--- src/rtl/button_event_detector_if.sv ---
// Button-side signal bundle: the debounced key level in, and the event strobes plus held level out.
interface button_event_detector_if;
    logic key_in;
    logic press_pulse;
    logic click_pulse;
    logic long_pulse;
    logic repeat_pulse;
    logic release_pulse;
    logic held;

    // master drives the key level and consumes events; slave is the detector
    modport master (
        output key_in,
        input  press_pulse, click_pulse, long_pulse, repeat_pulse, release_pulse, held
    );

    modport slave (
        input  key_in,
        output press_pulse, click_pulse, long_pulse, repeat_pulse, release_pulse, held
    );
endinterface

--- src/rtl/button_event_detector.sv ---
// Turns a debounced active-low key level into one-cycle press/click/long/repeat/release strobes.
// Optional auto-repeat in HELD is compiled in by defining AUTO_REPEAT_EN.
module button_event_detector #(
    parameter int TICK_CYCLES   = 50000,
    parameter int LONG_PRESS_MS = 1000,
    parameter int REPEAT_MS     = 200
) (
    input  logic                     clk,
    input  logic                     rst,
    button_event_detector_if.slave   bus,
    output logic [1:0]               state_dbg
);

    typedef enum logic [1:0] {
        WAIT_REL = 2'd0,
        IDLE     = 2'd1,
        PRESSED  = 2'd2,
        HELD     = 2'd3
    } state_t;

    localparam int MS_MAX = (LONG_PRESS_MS > REPEAT_MS) ? LONG_PRESS_MS : REPEAT_MS;
    localparam int MW     = $clog2(MS_MAX + 1);
    localparam int TW     = (TICK_CYCLES > 1) ? $clog2(TICK_CYCLES) : 1;

    localparam logic [TW-1:0] TICK_LAST = TW'(TICK_CYCLES - 1);
    localparam logic [MW-1:0] MS_SAT    = MW'(MS_MAX);
    localparam logic [MW-1:0] LONG_LAST = MW'(LONG_PRESS_MS - 1);
`ifdef AUTO_REPEAT_EN
    localparam logic [MW-1:0] REP_LAST  = MW'(REPEAT_MS - 1);
`endif

    logic          key_q;
    state_t        state, state_nxt;
    logic [TW-1:0] tick_cnt, tick_nxt, tick_inc;
    logic [MW-1:0] ms_cnt, ms_nxt, ms_inc;
    logic          wrap;

    logic press_q, click_q, long_q, repeat_q, release_q, held_q;
    logic press_nxt, click_nxt, long_nxt, repeat_nxt, release_nxt, held_nxt;

    always_ff @(posedge clk) begin
        if (rst) begin
            key_q     <= 1'b0;
            state     <= WAIT_REL;
            tick_cnt  <= '0;
            ms_cnt    <= '0;
            press_q   <= 1'b0;
            click_q   <= 1'b0;
            long_q    <= 1'b0;
            repeat_q  <= 1'b0;
            release_q <= 1'b0;
            held_q    <= 1'b0;
        end else begin
            key_q     <= bus.key_in;
            state     <= state_nxt;
            tick_cnt  <= tick_nxt;
            ms_cnt    <= ms_nxt;
            press_q   <= press_nxt;
            click_q   <= click_nxt;
            long_q    <= long_nxt;
            repeat_q  <= repeat_nxt;
            release_q <= release_nxt;
            held_q    <= held_nxt;
        end
    end

    // Thresholds fire on the edge where ms_cnt would reach the target, so the strobe
    // lands exactly N*TICK_CYCLES cycles after the previous event.
    always_comb begin
        wrap     = (tick_cnt == TICK_LAST);
        tick_inc = wrap ? '0 : tick_cnt + TW'(1);
        ms_inc   = (wrap && (ms_cnt != MS_SAT)) ? ms_cnt + MW'(1) : ms_cnt;

        state_nxt   = state;
        tick_nxt    = '0;
        ms_nxt      = '0;
        press_nxt   = 1'b0;
        click_nxt   = 1'b0;
        long_nxt    = 1'b0;
        repeat_nxt  = 1'b0;
        release_nxt = 1'b0;

        case (state)
            WAIT_REL: begin
                if (key_q) state_nxt = IDLE;
            end
            IDLE: begin
                if (!key_q) begin
                    state_nxt = PRESSED;
                    press_nxt = 1'b1;
                end
            end
            PRESSED: begin
                // release is checked first so it wins over a coincident threshold
                if (key_q) begin
                    state_nxt   = IDLE;
                    click_nxt   = 1'b1;
                    release_nxt = 1'b1;
                end else if (wrap && (ms_cnt == LONG_LAST)) begin
                    state_nxt = HELD;
                    long_nxt  = 1'b1;
                end else begin
                    tick_nxt = tick_inc;
                    ms_nxt   = ms_inc;
                end
            end
            HELD: begin
                if (key_q) begin
                    state_nxt   = IDLE;
                    release_nxt = 1'b1;
`ifdef AUTO_REPEAT_EN
                end else if (wrap && (ms_cnt == REP_LAST)) begin
                    repeat_nxt = 1'b1;
`endif
                end else begin
                    tick_nxt = tick_inc;
                    ms_nxt   = ms_inc;
                end
            end
            default: state_nxt = WAIT_REL;
        endcase

        held_nxt = (state_nxt == HELD);
    end

    assign bus.press_pulse   = press_q;
    assign bus.click_pulse   = click_q;
    assign bus.long_pulse    = long_q;
    assign bus.repeat_pulse  = repeat_q;
    assign bus.release_pulse = release_q;
    assign bus.held          = held_q;
    assign state_dbg         = state;

endmodule

--- src/flat_wrapper.sv ---
// flat-port wrapper written by rule: the top's interface ports become plain ports
module button_event_detector_flat 
#(
    parameter int TICK_CYCLES   = 50000,
    parameter int LONG_PRESS_MS = 1000,
    parameter int REPEAT_MS     = 200
)
  (clk, rst, state_dbg, bus_key_in, bus_press_pulse, bus_click_pulse, bus_long_pulse, bus_repeat_pulse, bus_release_pulse, bus_held);
  button_event_detector_if bus_i ();
  input  logic clk;
  input  logic rst;
  output logic [1:0] state_dbg;
  input wire logic [$bits(bus_i.key_in)-1:0] bus_key_in;
  output wire logic [$bits(bus_i.press_pulse)-1:0] bus_press_pulse;
  output wire logic [$bits(bus_i.click_pulse)-1:0] bus_click_pulse;
  output wire logic [$bits(bus_i.long_pulse)-1:0] bus_long_pulse;
  output wire logic [$bits(bus_i.repeat_pulse)-1:0] bus_repeat_pulse;
  output wire logic [$bits(bus_i.release_pulse)-1:0] bus_release_pulse;
  output wire logic [$bits(bus_i.held)-1:0] bus_held;
  assign bus_i.key_in = bus_key_in;
  assign bus_press_pulse = bus_i.press_pulse;
  assign bus_click_pulse = bus_i.click_pulse;
  assign bus_long_pulse = bus_i.long_pulse;
  assign bus_repeat_pulse = bus_i.repeat_pulse;
  assign bus_release_pulse = bus_i.release_pulse;
  assign bus_held = bus_i.held;
  button_event_detector #(.TICK_CYCLES(TICK_CYCLES), .LONG_PRESS_MS(LONG_PRESS_MS), .REPEAT_MS(REPEAT_MS)) u_core (.clk(clk), .rst(rst), .bus(bus_i), .state_dbg(state_dbg));
endmodule
--- config.mk ---
export PLATFORM = sky130hd
export DESIGN_NAME = button_event_detector_flat
export DESIGN_NICKNAME = d
export VERILOG_FILES = /design/src/rtl/button_event_detector_if.sv /design/src/rtl/button_event_detector.sv /design/src/flat_wrapper.sv
export SDC_FILE = /design/constraint.sdc
export NUM_CORES = 1
export LEC_CHECK = 0
export CORE_ASPECT_RATIO = 1.25
export CORE_MARGIN = 2
export CORE_UTILIZATION = 55
export CTS_CLUSTER_SIZE = 8
export DETAILED_ROUTE_END_ITERATION = 6
export PLACE_DENSITY = 0.72
export SLEW_MARGIN = 20
export SYNTH_ARGS = -nofsm -noshare
export SYNTH_HDL_FRONTEND = slang
export SYNTH_SLANG_ARGS = --single-unit
--- constraint.sdc ---
create_clock -name clk -period 5.6 [get_ports clk]
set_input_delay 0.56 -clock clk [delete_from_list [all_inputs] [get_ports clk]]
set_output_delay 0.56 -clock clk [all_outputs]
set_load 0.03 [all_outputs]
==> summary.txt <==
Largest net degree at the start of global routing - 17
Overall power - 0.000398 W
Leak - 0.549 nW
Outcome - completed
Inserted Clock Buffers - 5
First-pass DRT Iterations - 4
Starting DRT DRC Count - 29
DRT Wirelength - 2.81 mm
Syn avg cell area - 8.84 µm²
Post-synthesis cell count - 183
Setup Fix Bufs, Post-CTS - 0
# IOs - 11
Worst path cell trace - ha_1 > nand4_1 > or4_1 > nor4_4 > a2bb2oi_4 > nor3_1
Hpwl dp - 2.13 mm
Rows - 22
Crit path DAT - 2.61 ns
Critical R2R Launch - u_core.tick_cnt[0]
First-pass GRT wire length - 4.98 mm
CTS tree - yes
Placed insts - 224
Clock buffer depth - 2
CTS-repair resized insts - 0
Later-pin clock latency in the skew report - 0.33 ns
Post-Syn Area - 1620 µm²
Required time of the critical path - 5.81 ns
Root Buffer - clkbuf_4
Initial antenna violation count - 0
Fin. Hold Viols - 0
Area grow syn2layout - 9.90%
Die width - 52.5 µm
Slowest stage delay, CP - 0.77 ns
Hold_buf cts - 0
Final Instance Count excl. Fillers - 231
Slew Viols, Final - 0
Core box area - 2860 µm²
Final min period - 2.40 ns
Most frequent cells in the layout - nor2_1, dfxtp_1, nand2_1, xnor2_1, clkdlybuf4s50_1
Floorplan die height - 64.6 µm
RSZ-0062 raised after global routing - false
# DRC - 0
CP startpoint kind - flip-flop
Seq/Total Area, Yosys - 42.1%
Filler cells - 260
Pre-CTS WS - 3.20 ns
Buf/Inv on CP - 0
Full die area - 3390 µm²
Max VDD drop - 0.178 mV
Reg clk slew, reported paths - 0.10 ns
Nets - 205
Max_cap viols - 0
CP delay by family, top - simple AND/OR/NAND/NOR gates
Worst path slowest cell - or4_1
PwrDens - 224 nW/µm²
Layout cell share with drive strength beyond 1 - 5.64%
Syn_nets - 193
Initial Util - 56.5%
Beginning of the worst hold path - u_core.tick_cnt[0]
Vias in the first global route - 1168
PortBufs - 9
CP max FO - 10
Antenna Nets Post-Route - 0
Vias per inst - 5.26
Final TNS setup - 0 ns
Worst Hold Class - flip-flop to flip-flop
Multi-input gate area - 895 µm²
Synth warnings - 0
CTS H-tree lvls - 2
Crit path kind - flip-flop to flip-flop
Gpl congestion - 0.791
GRT overflow - 0
Clk sinks - 34
CP Capture Type - flip-flop
Final setup viols - 0
DR vias - 1215
Final WS setup - 3.20 ns
Period utilization - 42.8%
Max Freq - 417 MHz
Avg WL per Cell - 12.2 µm
# diodes - 0
Most common cell after layout, fill and taps aside - nor2_1
Tightest Pin Transition - 0.614 ns
GR Util All Layers - 19.7%
Clock Skews - 0.00781 ns
Worst setup path start - u_core.tick_cnt[0]
Rel. slew slack - 58.7%
FF+latch area - 681 µm²
Register bit count reported by yosys - 34
Count of different cell masters after synthesis - 38
-- power breakdown --
| group | switching (W) | internal [W] | total, W |
|---|---|---|---|
| Clock | 0.0000745 | 0.0000473 | 0.000122 |
| Sequential | 0.00000415 | 0.000244 | 0.000248 |
| Combinational | 0.0000162 | 0.0000112 | 0.0000274 |
-- final timing paths --
kind / to / slack [ns] / depth (start not counted)
worst max-delay path: u_core.ms_cnt[2] / 3.20 / 6
worst max register to register: u_core.ms_cnt[2] / 3.20 / 6
worst min register to register: u_core.tick_cnt[0] / 0.48 / 1
worst min-delay path: u_core.tick_cnt[0] / 0.48 / 1
-- metal layers --
metal,vias to the layer above,track usage [%],wire (µm),share of wire (%)
li1,641,-,-,-
met1,556,23.2,1250,44
met2,13,32.5,1440,51
met3,5,5.53,80,2.8
met4,0,8.65,50,1.8
met5,-,0,0,0
-- per-stage QoR --
stage          util (%)  hold slack (ns)  area (µm²)
2_1_floorplan         -            0.430        1620
3_3_place_gp       60.5            0.441        1730
3_5_place_dp       60.5            0.465        1730
4_1_cts            62.1            0.489        1780
5_1_grt            62.1            0.510        1780
6_report           62.1            0.480        1780
-- kinds of logic after synthesis --
kind of cell / after synthesis / share of synthesized area [%]
compound gates: 9 / 5.26
mux: 2 / 1.24
other cells: 1 / 0.232
fa+ha+maj: 7 / 5.41
buf+inv: 10 / 2.63
flops: 34 / 42.1
xor+xnor: 22 / 11.9
simple gates: 98 / 31.2
-- flip-flops by register name, indices dropped and copies added (netlist names) --
signal,flops
u_core.key_q,1
u_core.bus.release_pulse,1
u_core.bus.held,1
u_core.ms_cnt,10
u_core.state_dbg,2
u_core.bus.click_pulse,1
u_core.bus.long_pulse,1
u_core.tick_cnt,16
u_core.bus.press_pulse,1
-- worst reg2reg max path: stages, from the launching register on --
cell and delay [ns]:
dfxtp_1 0.39, ha_1 0.22, nand4_1 0.20, or4_1 0.77
nor4_4 0.30, a2bb2oi_4 0.30, nor3_1 0.10
-- cells in the mapped netlist --
master,instances,share of area [%]
conb_1,1,0.23
nand2_1,16,3.7
nand2b_1,4,1.5
nand3b_1,1,0.46
or4b_1,1,0.62
nor4_4,1,1.3
nor3b_1,1,0.46
o21ai_0,1,0.31
and3b_1,1,0.54
a211o_1,1,0.54
a211oi_1,1,0.46
and3_1,2,0.77
ha_1,7,5.4
nand2_2,1,0.39
nand4bb_1,1,0.70
inv_1,6,1.4
nor2_1,39,9.0
buf_2,1,0.31
clkbuf_1,2,0.46
a221oi_2,1,0.93
a21oi_1,2,0.62
and2_1,1,0.39
or4_1,2,0.93
mux2i_1,2,1.2
nor4_1,2,0.77
nor2b_1,1,0.39
nor3_1,8,2.5
buf_4,1,0.46
xnor2_1,15,8.1
dfxtp_1,34,42
nand3_1,7,2.2
or4bb_1,1,0.70
a31oi_1,1,0.39
a2bb2oi_4,1,1.6
nand4_1,6,2.3
o22ai_1,1,0.39
xor2_1,7,3.8
nor4_2,2,1.5
-- final cells by class --
type / instances / share of cell area [%]
multi-input combinational: 139 / 50.3
sequential: 34 / 38.3
timing repair buffer: 9 / 5.07
clock buffer: 7 / 2.53
tap: 36 / 2.53
inverter: 6 / 1.27
Power figures use the tool's default switching activity.
